File: src/rtl/x86_prefetch_pkg.sv
// Shared constants and helpers for the x86 front end: prefetch defaults,
// the fetch pipeline flag bundle and the segment:offset linear-address function.
package x86_pkg;

    localparam int          DEF_DEPTH    = 8;
    localparam logic [15:0] DEF_RESET_CS = 16'hFFFF;
    localparam logic [15:0] DEF_RESET_IP = 16'h0000;

    // rd: request on the bus now; cap: its byte arrives this cycle; drop: discard that byte
    typedef struct packed {
        logic rd;
        logic cap;
        logic drop;
    } fetch_pipe_t;

    // 20-bit real-mode address; the carry out of bit 19 is discarded (FFFF:0010 -> 00000)
    function automatic logic [19:0] linear_addr(input logic [15:0] seg, input logic [15:0] off);
        return {seg, 4'h0} + {4'h0, off};
    endfunction

endpackage

File: src/rtl/x86_prefetch_fifo.sv
// DEPTH x 8 circular byte buffer with clear; the head byte is held in a register
// that is refreshed every edge so it is valid together with a nonzero count.
module prefetch_fifo
    import x86_pkg::*;
#(
    parameter int DEPTH = DEF_DEPTH
) (
    input  logic                     clock,
    input  logic                     reset_n,
    input  logic                     clear,
    input  logic                     wr_en,
    input  logic [7:0]               wr_data,
    input  logic                     rd_en,
    output logic [7:0]               rd_data,
    output logic [$clog2(DEPTH):0]   count,
    output logic                     valid
);
    localparam int AW = $clog2(DEPTH);
    localparam logic [AW:0] FULL_CNT = (AW+1)'(DEPTH);

    logic [7:0]    mem [DEPTH];
    logic [AW-1:0] head_q, head_d, tail_q, tail_d;
    logic [AW:0]   count_q, count_d;
    logic [7:0]    rd_data_q, rd_data_d;
    logic          do_rd, do_wr;

    assign do_rd = rd_en & ~clear & (count_q != '0);
    assign do_wr = wr_en & ~clear & ((count_q != FULL_CNT) | do_rd);

    always_comb begin
        head_d    = head_q;
        tail_d    = tail_q;
        count_d   = count_q;
        rd_data_d = rd_data_q;
        if (clear) begin
            head_d    = '0;
            tail_d    = '0;
            count_d   = '0;
            rd_data_d = 8'h00;
        end else begin
            if (do_wr)
                tail_d = tail_q + 1'b1;
            if (do_rd)
                head_d = head_q + 1'b1;
            count_d = count_q + (AW+1)'(do_wr) - (AW+1)'(do_rd);
            // the new head may be the very entry being written on this edge
            if (do_wr && (tail_q == head_d))
                rd_data_d = wr_data;
            else
                rd_data_d = mem[head_d];
        end
    end

    always_ff @(posedge clock or negedge reset_n) begin
        if (!reset_n) begin
            head_q    <= '0;
            tail_q    <= '0;
            count_q   <= '0;
            rd_data_q <= 8'h00;
        end else begin
            head_q    <= head_d;
            tail_q    <= tail_d;
            count_q   <= count_d;
            rd_data_q <= rd_data_d;
        end
    end

    always_ff @(posedge clock) begin
        if (do_wr)
            mem[tail_q] <= wr_data;
    end

    assign rd_data = rd_data_q;
    assign count   = count_q;
    assign valid   = (count_q != '0);

endmodule

File: src/rtl/x86_prefetch.sv
// Instruction prefetch queue: issues one-byte code fetches at cs:ip while the bus is
// granted, buffers them, and presents the head byte with its IP to the decoder.
module x86_prefetch
    import x86_pkg::*;
#(
    parameter int          DEPTH    = DEF_DEPTH,
    parameter logic [15:0] RESET_CS = DEF_RESET_CS,
    parameter logic [15:0] RESET_IP = DEF_RESET_IP
) (
    input  logic                     clock,
    input  logic                     reset_n,
    input  logic                     locked,
    input  logic                     flush,
    input  logic [15:0]              new_cs,
    input  logic [15:0]              new_ip,
    input  logic                     bus_grant,
    output logic [19:0]              address,
    output logic                     rd,
    input  logic [7:0]               i_data,
    output logic [7:0]               q_byte,
    output logic                     q_valid,
    input  logic                     q_take,
    output logic [15:0]              q_ip,
    output logic [$clog2(DEPTH):0]   q_count
);
    localparam int CW = $clog2(DEPTH) + 1;
    localparam logic [CW:0] DEPTH_W = (CW+1)'(DEPTH);

    logic [15:0] fetch_cs_q, fetch_cs_d;
    logic [15:0] fetch_ip_q, fetch_ip_d;
    logic [15:0] q_ip_q, q_ip_d;
    logic [19:0] address_q, address_d;
    fetch_pipe_t pipe_q, pipe_d;
    logic        take_fire, capture, issue;
    logic [CW:0] pending;

    assign take_fire = q_take & q_valid & locked & ~flush;
    assign capture   = pipe_q.cap & ~pipe_q.drop & ~flush;
    // reserve room for both the request on the bus and the byte arriving now
    assign pending   = (CW+1)'(q_count) + (CW+1)'(pipe_q.rd) + (CW+1)'(pipe_q.cap & ~pipe_q.drop);
    assign issue     = locked & bus_grant & ~flush & (pending < DEPTH_W);

    always_comb begin
        fetch_cs_d  = fetch_cs_q;
        fetch_ip_d  = fetch_ip_q;
        q_ip_d      = q_ip_q;
        address_d   = address_q;
        pipe_d.rd   = issue;
        pipe_d.cap  = pipe_q.rd;
        pipe_d.drop = 1'b0;
        if (flush) begin
            fetch_cs_d  = new_cs;
            fetch_ip_d  = new_ip;
            q_ip_d      = new_ip;
            address_d   = linear_addr(new_cs, new_ip);
            pipe_d.drop = pipe_q.rd;
        end else begin
            if (issue) begin
                address_d  = linear_addr(fetch_cs_q, fetch_ip_q);
                fetch_ip_d = fetch_ip_q + 16'd1;
            end
            if (take_fire)
                q_ip_d = q_ip_q + 16'd1;
        end
    end

    always_ff @(posedge clock or negedge reset_n) begin
        if (!reset_n) begin
            fetch_cs_q <= RESET_CS;
            fetch_ip_q <= RESET_IP;
            q_ip_q     <= RESET_IP;
            address_q  <= linear_addr(RESET_CS, RESET_IP);
            pipe_q     <= '0;
        end else begin
            fetch_cs_q <= fetch_cs_d;
            fetch_ip_q <= fetch_ip_d;
            q_ip_q     <= q_ip_d;
            address_q  <= address_d;
            pipe_q     <= pipe_d;
        end
    end

    prefetch_fifo #(
        .DEPTH (DEPTH)
    ) u_fifo (
        .clock   (clock),
        .reset_n (reset_n),
        .clear   (flush),
        .wr_en   (capture),
        .wr_data (i_data),
        .rd_en   (take_fire),
        .rd_data (q_byte),
        .count   (q_count),
        .valid   (q_valid)
    );

    assign address = address_q;
    assign rd      = pipe_q.rd;
    assign q_ip    = q_ip_q;

endmodule

File: config.mk
export PLATFORM = sky130hd
export DESIGN_NAME = x86_prefetch
export DESIGN_NICKNAME = d
export VERILOG_FILES = /design/src/rtl/x86_prefetch_pkg.sv /design/src/rtl/x86_prefetch_fifo.sv /design/src/rtl/x86_prefetch.sv
export SDC_FILE = /design/constraint.sdc
export NUM_CORES = 1
export LEC_CHECK = 0
export ABC_AREA = 0
export CAP_MARGIN = 20
export CELL_PAD_IN_SITES_DETAIL_PLACEMENT = 1
export CELL_PAD_IN_SITES_GLOBAL_PLACEMENT = 2
export CORE_ASPECT_RATIO = 1.2
export CORE_UTILIZATION = 41
export DETAILED_ROUTE_END_ITERATION = 6
export PLACE_DENSITY_LB_ADDON = 0.1
export SYNTH_ARGS = -nofsm -noshare
export SYNTH_HDL_FRONTEND = slang
export SYNTH_HIERARCHICAL = 1
export SYNTH_SLANG_ARGS = --single-unit
File: constraint.sdc
create_clock -name clock -period 6.3 [get_ports clock]
set_input_delay 1.26 -clock clock [delete_from_list [all_inputs] [get_ports clock]]
set_output_delay 1.26 -clock clock [all_outputs]
set_load 0.03 [all_outputs]
Word level (Yosys, flattened, before mapping)
Memory sizes are Yosys's and may differ from the RTL's.
Index checks and enable logic that the tools add are counted.
W data, S select, Z words.
{"block": "op_classes", "eq_ne": 2, "addsub": 10, "reduce_logical": 5, "n_bitwise": 17, "order_cmp": 1, "muxes": 17}
{"operator": "$mux W16", "n": 4}
{"operator": "$add A20 B16 Y20", "n": 2}
{"operator": "$mux W20", "n": 2}
{"operator": "$add A16 B1 Y16 const B", "n": 2}
{"operator": "$mux W8", "n": 2}
{"operator": "$mux W3", "n": 5}
{"operator": "$and A1 B1 Y1", "n": 12}
{"operator": "$add A3 B1 Y3 const B", "n": 2}
{"operator": "$reduce_bool A2 Y1", "n": 3}
{"operator": "$add A4 B1 Y5", "n": 1}
{"operator": "$add A5 B5 Y5", "n": 1}
{"operator": "$and A1 B5 Y5", "n": 1}
{"operator": "$lt A5 B4 Y1 const B", "n": 1}
{"operator": "$not A1 Y5", "n": 1}
{"operator": "$add A4 B1 Y4", "n": 1}
{"operator": "$mux W4", "n": 1}
{"operator": "$ne A4 B4 Y1 const B", "n": 1}
{"operator": "$reduce_bool A4 Y1", "n": 1}
{"operator": "$sub A4 B1 Y4", "n": 1}
{"operator": "$eq A3 B3 Y1", "n": 1}
{"operator": "$mux W1", "n": 3}
{"operator": "$not A1 Y1", "n": 2}
{"operator": "$logic_and A1 B1 Y1", "n": 1}
{"operator": "$or A1 B1 Y1", "n": 1}
{"block": "totals", "ram_bits": 64, "n_memories": 1, "input_bits": 46, "wordCells": 64, "ff_bits": 89}
{"name": "u_fifo.mem", "depth": 8, "width": 8, "read_ports": 1, "rd_clocked_by_memory_dff": 0, "write_ports": 1, "line_no": "x86_prefetch_fifo.sv:21", "text": "logic [7:0] mem [DEPTH];"}

Depth between registers and ports, before layout
Gate-level depths: netlist of the first run.
{"block": "depth", "word_depth": 12, "depth_mapped": 18, "mapped_depth_nobuf": 16}

Hierarchy
Netlist of the first run, hierarchy kept.
{"module": "x86_prefetch", "area_per_inst_um2": 4624.4, "instances": 1, "cells_per_inst": 475, "seq_area_each_um2": 1816.7}
{"module": "prefetch_fifo", "area_per_inst_um2": 4332.9, "instances": 1, "cells_per_inst": 346, "seq_area_each_um2": 2372.3}

Worst setup path before layout of the first run
OpenSTA, ideal clock, no wires.
{"block": "synth_path", "path_kind": "in2reg", "from": "input flush", "to": "memory u_fifo.mem[2][0], enable pin", "required_time_ns": 5.915, "stages": 8, "setup_ns": 0.385, "t_arrival_ns": 3.577, "path_slack_ns": 2.337, "n_path_buf": 3, "cell_sequence": "clkbuf_1 > buf_1 > clkbuf_1 > nor2_1 > nand2b_1 > a311oi_4 > or2b_1 > nor3b_1"}
{"block": "synth_via", "elab_chain_len": 8}
{"item": "start, declared", "line_no": "x86_prefetch.sv:13", "text": "input logic flush,"}
{"item": "$not A1 Y1", "line_no": "x86_prefetch.sv:37", "text": "assign take_fire = q_take & q_valid & locked & ~flush;"}
{"item": "$and A1 B1 Y1", "line_no": "x86_prefetch.sv:37"}
{"item": "named net take_fire", "line_no": "x86_prefetch.sv:34", "text": "logic take_fire, capture, issue;"}
{"item": "$and A1 B1 Y1 (2 in series)", "line_no": "x86_prefetch_fifo.sv:27", "text": "assign do_rd = rd_en & ~clear & (count_q != '0);"}
{"item": "$or A1 B1 Y1", "line_no": "x86_prefetch_fifo.sv:28", "text": "assign do_wr = wr_en & ~clear & ((count_q != FULL_CNT) | do_rd);"}
{"item": "$and A1 B1 Y1", "line_no": "x86_prefetch_fifo.sv:28"}
{"item": "$mux W1", "line_no": "x86_prefetch_fifo.sv:69", "text": "if (do_wr)"}
{"item": "$mux W1 (implied by the code)", "line_no": "x86_prefetch_fifo.sv:70", "text": "mem[tail_q] <= wr_data;"}
{"item": "end, declared", "line_no": "x86_prefetch_fifo.sv:21"}
The timed path passes the listed nets, and every way through them passes these cells.

Worst setup path after layout of the first run
{"block": "layout_path", "from": "register u_fifo.count_q[2] (netlist: u_fifo/count[2])", "to": "output q_valid"}
{"block": "layout_via", "elab_chain_len": 1}
{"item": "start, declared", "line_no": "x86_prefetch_fifo.sv:23", "text": "logic [AW:0] count_q, count_d;"}
{"item": "start signal, assigned", "line_no": "x86_prefetch_fifo.sv:63", "text": "count_q <= count_d;"}
{"item": "$reduce_bool A4 Y1", "line_no": "x86_prefetch_fifo.sv:75", "text": "assign valid = (count_q != '0);"}
{"item": "end, declared", "line_no": "x86_prefetch.sv:21", "text": "output logic q_valid,"}
Every way passes these cells.

==> results of run 1 <==
synthesized netlist by cell type, drive strengths merged (4+ instances only):
| cell | count | area (sq um) |
|---|---|---|
| nand4 | 11 | 75.1 |
| nor2b | 20 | 125 |
| ha | 34 | 425 |
| a211oi | 9 | 67.6 |
| a21oi | 57 | 285 |
| o21ai | 25 | 129 |
| nand3 | 23 | 115 |
| and3 | 14 | 87.6 |
| nor2 | 45 | 169 |
| inv | 22 | 82.6 |
| mux2i | 52 | 521 |
| clkbuf | 15 | 58.8 |
| edfxtp | 64 | 1920 |
| and2 | 8 | 50.1 |
| a31oi | 6 | 37.5 |
| a22oi | 16 | 120 |
| nand2b | 9 | 56.3 |
| buf | 22 | 148 |
| xor2 | 19 | 166 |
| a311oi | 9 | 158 |
| or3 | 7 | 43.8 |
| a21o | 10 | 75.1 |
| mux2 | 38 | 428 |
| dfstp | 32 | 841 |
| nand2 | 74 | 280 |
| nor3 | 20 | 105 |
| a211o | 22 | 193 |
| xnor2 | 33 | 289 |
| dfrtp | 57 | 1430 |
| o211ai | 4 | 30.0 |
power groups by stage:
stage,clock [uW],combinational (uW),sequential [uW]
2_1_floorplan,0,256,1260
3_3_place_gp,0,523,1190
3_5_place_dp,0,536,1200
4_1_cts,1010,542,1180
5_1_grt,1040,582,1190
6_report,981,539,1180
through the flow:
| step | setup WS, ns | util (%) | hold WS (ns) | cells |
|---|---|---|---|---|
| floorplan | 2.34 | - | 0.470 | 821 |
| global route | 1.92 | 50.4 | 0.457 | 1194 |
| finish | 2.10 | 50.4 | 0.441 | 1194 |
| detailed placement | 1.74 | 47.6 | 0.435 | 1156 |
| CTS | 2.07 | 50.3 | 0.452 | 1188 |
| global placement | 1.92 | 47.6 | 0.418 | 1156 |
registers in the layout, indices dropped and copies added (netlist names):
signal / cells
fetch_cs_q: 16
pipe_q: 2
u_fifo/rd_data: 8
q_ip: 16
u_fifo/mem: 64
u_fifo/count: 4
address: 20
rd: 1
u_fifo/head_q: 3
fetch_ip_q: 16
u_fifo/tail_q: 3
final cells by class:
class | instances | area, sq um | share of cell area (%)
clock buffers | 18 | 429 | 4.02
inverters | 23 | 86.3 | 0.808
multi-input cells | 608 | 4480 | 41.9
flip-flops and latches | 153 | 4190 | 39.2
clock inverters | 14 | 136 | 1.28
repair buffers | 108 | 1030 | 9.61
well taps | 270 | 338 | 3.16
layer usage:
| metal | GRT usage, % | share of wire (%) |
|---|---|---|
| met1 | 26.3 | 40 |
| met2 | 45.0 | 54 |
| met3 | 3.92 | 2.5 |
| met4 | 10.8 | 3.6 |
| met5 | 0 | 0 |
cell families (layout without fill, tap and decap cells):
kind of cell | after synthesis | after routing | synth area share [%]
AOI/OAI and AO/OA | 182 | 182 | 14.7
xor gates and xnor gates | 53 | 53 | 5.35
adders and majority gates | 37 | 37 | 5.42
buffers and inverters | 60 | 163 | 3.27
DFF | 153 | 153 | 46.8
muxes | 91 | 91 | 10.8
and+or+nand+nor | 245 | 245 | 13.7
layout by cell type, fill, tap and decap left out, types with 9 or more instances in the layout:
cell / instances
clkdlybuf4s50_1: 93
nand2_1: 73
edfxtp_1: 64
a21oi_1: 57
dfrtp_1: 56
mux2i_1: 52
nor2_1: 45
mux2_2: 38
ha_1: 34
xnor2_1: 33
dfstp_2: 32
o21ai_0: 24
nand3_1: 23
a211o_1: 22
inv_1: 21
nor2b_1: 20
nor3_1: 19
xor2_1: 19
clkbuf_16: 17
a22oi_1: 16
and3_1: 14
a21o_1: 10
nand4_1: 10
a211oi_1: 9
nand2b_1: 9
worst paths after layout:
path	from	to	cells past startpoint
worst max-delay path	u_fifo/count[2]$_DFF_PN0_	q_valid	5
worst min-delay path	rd$_DFF_PN0_	pipe_q[1]$_DFF_PN0_	0
worst max register to register	u_fifo/count[2]$_DFF_PN0_	u_fifo/rd_data[2]$_DFF_PN0_	11
worst min register to register	rd$_DFF_PN0_	pipe_q[1]$_DFF_PN0_	0
max in group asynchronous	reset_n	fetch_ip_q[3]$_DFFE_PN0P_	2
min in group asynchronous	reset_n	u_fifo/rd_data[2]$_DFF_PN0_	1
==> flow_summary.ini, run 1 <==
[placement]
place_area_sq_um = 10100
dp_hpwl_um = 18800
place.gp.congestion = 0.836
io_buffers = 95

[setup_path]
cp_num_buf_inv = 3
crit_family = buffers and inverters
cp.arrival_ns = 2.94
path_class = register to output port
rrSetupSlack_ns = 2.21
crit_required_ns = 5.04
critPathMaxStageDelay_ns = 0.74
start_kind = register
endpoint_kind = output port
crit_fanout = 11
cp_slowest_cell = nor3b_2
crit_chain = inv_1 > ha_1 > nor3b_2 > inv_2 > clkdlybuf4s50_1

[clock_tree]
clock_path_buffers = 2
post_cts_buffers = 0
cts_root_buf = clkbuf_16
cts_inserted_buffers = 17
clk_pin_slew_worst_paths_ns = 0.06
clock-sinks = 153
tritoncts = done
cts_resized = 0
htreeDepth = 4
clk_latency_ns = 0.44
postCtsHoldBufs = 0

[grt]
grt_pass1_vias = 7385
overflow = 0
grt_usage_pct = 24.1
grt_max_degree = 70
grt_pass1_wl_um = 40100
antenna_found_initial = 0

[floorplanning]
start_util_pct = 42.3
core_area_sq_um = 21200
dieArea_sq_um = 22400
num_io_pins = 96
row_count = 58
chipHeight_um = 164
dieWidth_um = 137

[power_and_ir_drop]
power_frac_comb_pct = 20.0
p_per_area_nw_per_um2 = 253
p_clk_share_pct = 36.4
internal_power_uw = 1870
max-vdd-ir-drop_v = 0.000184
p_sw_share_pct = 30.5
finalPower_uw = 2700
netSwitchingPower_uw = 823
leakage_uw = 0.00403
pwr-share-seq_pct = 43.7

[layout]
antennaDiodeCount = 0
area_growth_syn_to_layout_pct = 19.2
design_area_sq_um = 10700
nFillCells = 2306
nNetsFinal = 994
drive_gt1_share_pct = 14.9

[synth]
ys_seq_elements = 153
seq_area_frac_synth_pct = 46.8
synthCells = 821
ys.flop_type = edfxtp_1
synthArstFlopShare_pct = 58.2
synth_nets = 904
synth-edff-count = 64
avgSynthCellArea_sq_um = 10.9
synthesis.area_sq_um = 8960
yosysUniqueCellTypes = 68
yosys_warnings = 6

[sta]
rsz0062_at_grt = no
fmax_mhz = 238
fin_skew_ns = 0.0105
fin_setup_tns_ns = 0
setup_violations = 0
slew_violations = 0
period_needed_ns = 4.20
fin_crit_sh_pct = 66.7
relSlewSlack_pct = 39.6
hold_viol_final = 0
tightest_slew_ns = 0.902

[drt]
viasPerCell = 5.74
dr.pass1.iters = 4
wirelength_um = 25500
drtIter0Drc = 206
wire_per_inst_um = 21.4
drc = 0
vias = 6859
drtAntennaViolNets = 0

[flow_run]
maxCapViolCount = 0

[status]
status = finished clean

[hold_path]
hold_path_class = register to register
Note: power is estimated with default switching activity, not from simulation.
==> run 2, diff against run 1 <==
--- a/config.mk
+++ b/config.mk
@@ -10,7 +10,7 @@
 export CELL_PAD_IN_SITES_DETAIL_PLACEMENT = 1
 export CELL_PAD_IN_SITES_GLOBAL_PLACEMENT = 2
 export CORE_ASPECT_RATIO = 1.2
-export CORE_UTILIZATION = 41
+export CORE_UTILIZATION = 38
 export DETAILED_ROUTE_END_ITERATION = 6
 export PLACE_DENSITY_LB_ADDON = 0.1
 export SYNTH_ARGS = -nofsm -noshare
==> constraint.sdc (replaced) <==
create_clock -name clock -period 3.9 [get_ports clock]
set_input_delay 0.78 -clock clock [delete_from_list [all_inputs] [get_ports clock]]
set_output_delay 0.78 -clock clock [all_outputs]
set_load 0.03 [all_outputs]
==> flow_summary.ini, run 2 (synthesized netlist as in run 1, its figures left out) <==
[status]
status = finished clean

[sta]
hold_viol_final = 0
setup_violations = 0
fin_setup_tns_ns = 0
period_needed_ns = 3.37
fin_skew_ns = 0.0144
slew_violations = 0
fmax_mhz = 297
fin_crit_sh_pct = 86.4
relSlewSlack_pct = 27.2
rsz0062_at_grt = no
tightest_slew_ns = 1.09

[drt]
drtAntennaViolNets = 0
dr.pass1.iters = 4
drc = 0
viasPerCell = 5.53
drtIter0Drc = 267
wirelength_um = 26500
vias = 6907
wire_per_inst_um = 21.2

[setup_path]
endpoint_kind = register
start_kind = register
path_class = register to register
crit_fanout = 10
cp.arrival_ns = 3.64
crit_required_ns = 4.17

[layout]
area_growth_syn_to_layout_pct = 21.7
layout.cells.most_common = clkdlybuf4s50_1
regMostFlops = u_fifo/mem
drive_gt1_share_pct = 16.0
nFillCells = 2527
largest_register_ffs = 64
final_cell_mix = clkdlybuf4s50_1, nand2_1, edfxtp_1
nNetsFinal = 1005
antennaDiodeCount = 0
final_util_pct = 47.2

[floorplanning]
core_area_sq_um = 23100
dieArea_sq_um = 24200
num_io_pins = 96
dieWidth_um = 142
row_count = 61
start_util_pct = 38.7
chipHeight_um = 170

[clock_tree]
postCtsHoldBufs = 0
cts_resized = 0
cts_inserted_buffers = 17
cts_root_buf = clkbuf_16
post_cts_buffers = 0
htreeDepth = 4
clock-sinks = 153
tritoncts = done
clk_latency_ns = 0.44
clk_pin_slew_worst_paths_ns = 0.07
clock_path_buffers = 2

[power_and_ir_drop]
netSwitchingPower_uw = 1350
p_per_area_nw_per_um2 = 419
internal_power_uw = 3220
finalPower_uw = 4570
pwr-share-seq_pct = 41.7
p_clk_share_pct = 39.3
power_frac_comb_pct = 19.1
leakage_uw = 0.00412
max-vdd-ir-drop_v = 0.000318
p_sw_share_pct = 29.5

[flow_run]
maxCapViolCount = 0

[grt]
grt_max_degree = 74
antenna_found_initial = 0
grt_usage_pct = 23.0
grt_pass1_vias = 7686
grt_pass1_wl_um = 41700
overflow = 0

[placement]
dp_hpwl_um = 19300
place.gp.congestion = 0.809
io_buffers = 95

[hold_path]
hold_path_class = register to register
-- run 2: cell types whose count changed in the layout (fill, tap and decap cells not counted) --
cell	before	now
clkinvlp_4	2	1
inv_6	6	5
bufinv_16	0	3
clkbuf_1	1	0
buf_4	8	25
buf_2	7	1
-- run 2: layout make-up --
| cell class | count | area, sq um | share of cell area (%) |
|---|---|---|---|
| multi-input combinational | 608 | 4480 | 41.0 |
| timing repair buffer | 119 | 1120 | 10.3 |
| clock buffer | 17 | 425 | 3.90 |
| inverter | 23 | 86.3 | 0.792 |
| clock inverter | 15 | 210 | 1.93 |
| tap | 315 | 394 | 3.61 |
| sequential | 153 | 4190 | 38.4 |
-- run 2: critical path: stages (launching register included) --
cell and delay [ns]:
dfrtp_1 0.42, inv_1 0.11, ha_1 0.23, nor3b_2 0.19, inv_2 0.09, nand3_1 0.18, nor2_1 0.26, nand2b_1 0.27
o211a_1 0.29, o21ai_2 0.36, or2_0 0.60, a311oi_2 0.20
-- run 2: routing by layer --
layer  part of all wire (%)  track usage, %
met2                     55            43.7
met5                      0               0
met3                    2.9            3.74
met1                     39            24.6
met4                    3.4            10.2
-- run 2: path summary, 6_finish.rpt --
kind                       cells after the start                     endpoint  slack (ns)                 startpoint
min in group asynchronous                      1  u_fifo/rd_data[2]$_DFF_PN0_        0.50                    reset_n
hold / removal                                 0          pipe_q[1]$_DFF_PN0_        0.42               rd$_DFF_PN0_
max in group asynchronous                      2    fetch_cs_q[5]$_DFFE_PN1P_        2.45                    reset_n
hold reg to reg                                0          pipe_q[1]$_DFF_PN0_        0.42               rd$_DFF_PN0_
setup / recovery                              11  u_fifo/rd_data[1]$_DFF_PN0_        0.53  u_fifo/count[2]$_DFF_PN0_
setup reg to reg                              11  u_fifo/rd_data[1]$_DFF_PN0_        0.53  u_fifo/count[2]$_DFF_PN0_
-- run 2: power by group through the flow --
stage | combinational [uW] | sequential (uW) | clock, uW
2_1_floorplan | 414 | 2030 | 0
3_3_place_gp | 855 | 1930 | 0
3_5_place_dp | 872 | 1940 | 0
4_1_cts | 882 | 1910 | 1850
5_1_grt | 941 | 1920 | 1910
6_report | 871 | 1900 | 1790
-- run 2: through the flow --
| stage | hold slack (ns) | cell area [sq um] | cells | setup WS [ns] |
|---|---|---|---|---|
| after global routing | 0.454 | 10900 | 1250 | 0.342 |
| final | 0.423 | 10900 | 1250 | 0.529 |
| after floorplan | 0.470 | 8960 | 821 | 0.297 |
| after CTS | 0.424 | 10900 | 1250 | 0.541 |
| after detailed placement | 0.407 | 10300 | 1218 | 0.271 |
| after global placement | 0.406 | 10300 | 1218 | 0.420 |
==> RTL change: new RTL, config.mk and constraints of run 2 <==
Take the reset off `rd_data_q` and load it in a clocked block of its own.
--- a/src/rtl/x86_prefetch_fifo.sv
+++ b/src/rtl/x86_prefetch_fifo.sv
@@ -56,13 +56,15 @@
             head_q    <= '0;
             tail_q    <= '0;
             count_q   <= '0;
-            rd_data_q <= 8'h00;
         end else begin
             head_q    <= head_d;
             tail_q    <= tail_d;
             count_q   <= count_d;
-            rd_data_q <= rd_data_d;
         end
+    end
+
+    always_ff @(posedge clock) begin
+        rd_data_q <= rd_data_d;
     end
 
     always_ff @(posedge clock) begin
Check against the original RTL: differs if reset_n is asserted again (counterexample within 4 cycles, from zero or initial values and one cycle with reset_n low); with reset_n held inactive, the same outputs for 4 cycles.
==> RTL change against run 2 <==
- setup slack gained 0.22 ns
- power fell by 1.9%
- wire length up 0.38%
- clock skew decreased by 0.0012 ns
- design area up 0.13%
- utilization grew 0.060 points
- area after synthesis down 0.38%
- highest routed layer unchanged
- sequential cell count did not move
- largest cell class unchanged
- first-iteration DRC count decreased by 16%
==> RTL change: results (changes against run 2) <==
\begin{tabular}{lr}
\hline
Metric & Value \\
\hline
\multicolumn{2}{l}{\textbf{Pwr}} \\
Total power consumption of the routed design & 4.48 mW (-1.9\%) \\
Maximum vdd ir drop & 290 uV (-8.9\%) \\
Switching portion of total power & 0.307 (+0.0122) \\
Reported clock group power & 1.67 mW (-7\%) \\
LEAKAGE & 3.91 nW (-5.2\%) \\
\multicolumn{2}{l}{\textbf{Synthesis}} \\
Cell count after synthesis & 815 (-0.73\%) \\
Post-synthesis adder-cell area fraction & 0.0544 (+0.000205) \\
Async set-reset flop share out of synthesis & 0.529 (-0.0523) \\
Sequential area share after synthesis & 0.465 (-0.00272) \\
Number of different library cells in the post-synthesis netlist & 75 (+10\%) \\
Post-Syn Nets & 898 (-0.66\%) \\
Complex-gate fraction of the synthesized area & 0.153 (+0.00645) \\
Commonest cells in the netlist & edfxtp\_1 (64), mux2i\_1 (56), nand2\_1 (56), dfrtp\_1 (49), a21oi\_1 (48) \\
\multicolumn{2}{l}{\textbf{Worst setup path}} \\
Slowest library cell on the worst path & dfrtp\_1 \\
Crit Path Max Fanout & 6 (-4) \\
Max stage delay on crit path & 0.46 ns (-0.14 ns) \\
R2R Path End & u\_fifo/count[2]\$\_DFF\_PN0\_ \\
Worst setup slack for register-to-register paths & 0.75 ns (+0.22 ns) \\
Worst R2R Path Depth & 16 (+5) \\
\multicolumn{2}{l}{\textbf{STA}} \\
Remaining max-slew budget at the tightest pin & 0.347 (+0.0756) \\
Hold slack & 0.445 ns (+0.0219 ns) \\
Post-route fraction of the period consumed by the critical path & 0.808 (-0.0560) \\
\multicolumn{2}{l}{\textbf{Cells and area}} \\
Final Net Count & 998 (-0.70\%) \\
Layout cells sized above 1 & 0.170 (+0.00983) \\
\multicolumn{2}{l}{\textbf{Placement}} \\
Standard cell area after detailed placement & 10300 um2 (+0.41\%) \\
RePlAce Congestion & 0.903 (+12\%) \\
HPWL after detailed placement & 19700 um (+1.8\%) \\
Number of placed instances, taps included & 1210 (-0.66\%) \\
Setup slack at placement & 0.337 ns (+0.0670 ns) \\
\multicolumn{2}{l}{\textbf{GRT}} \\
Global-route wire length before repair & 41400 um (-0.74\%) \\
Number of global-route vias before repair & 7550 (-1.8\%) \\
\multicolumn{2}{l}{\textbf{Run status}} \\
Result of the run & completed \\
\multicolumn{2}{l}{\textbf{Routing}} \\
Via density per instance & 5.52 (about the same) \\
Final routed wirelength across all metal layers & 26600 um (+0.38\%) \\
Count of vias placed by the detailed router & 6864 (-0.62\%) \\
DRC violation total after the first TritonRoute iteration & 223 (-16\%) \\
\multicolumn{2}{l}{\textbf{Clock network}} \\
Reg clk slew, reported paths & 0.07 ns (about the same) \\
\hline
\end{tabular}
RTL change: cell types whose count changed after synthesis, moves of 6 or more:
cell       change
a211o_1       -19
nand2_1       -17
clkbuf_1      +16
a2111oi_0     +14
o21ai_0       +13
nand3b_1      +11
a21oi_1        -9
o21ai_1        +9
dfrtp_1        -8
dfxtp_1        +8
buf_4          -7
mux2_2         -7
inv_1          -6
RTL change: cells by family after synthesis:
family / count (synthesis)
fa+ha+maj: 37
flops: 153
xor+xnor: 57
buf+inv: 59
compound gates: 189
mux: 87
simple gates: 233
RTL change: layout make-up:
class,count,area [um2]
inverters,17,63.8
well taps,315,394
repair buffers,123,1190
flip-flops and latches,153,4150
clock inverters,14,150
clock buffers,18,429
multi-input cells,603,4540
fillers,2502,12200
RTL change: routing by layer:
layer	part of all wire	routed length, um	GRT usage	up-vias
met4	0.022	574	0.0771	0
met3	0.023	599	0.0360	39
met5	0	0	0	-
li1	-	-	-	3242
met1	0.39	10400	0.245	3456
met2	0.57	15100	0.454	127
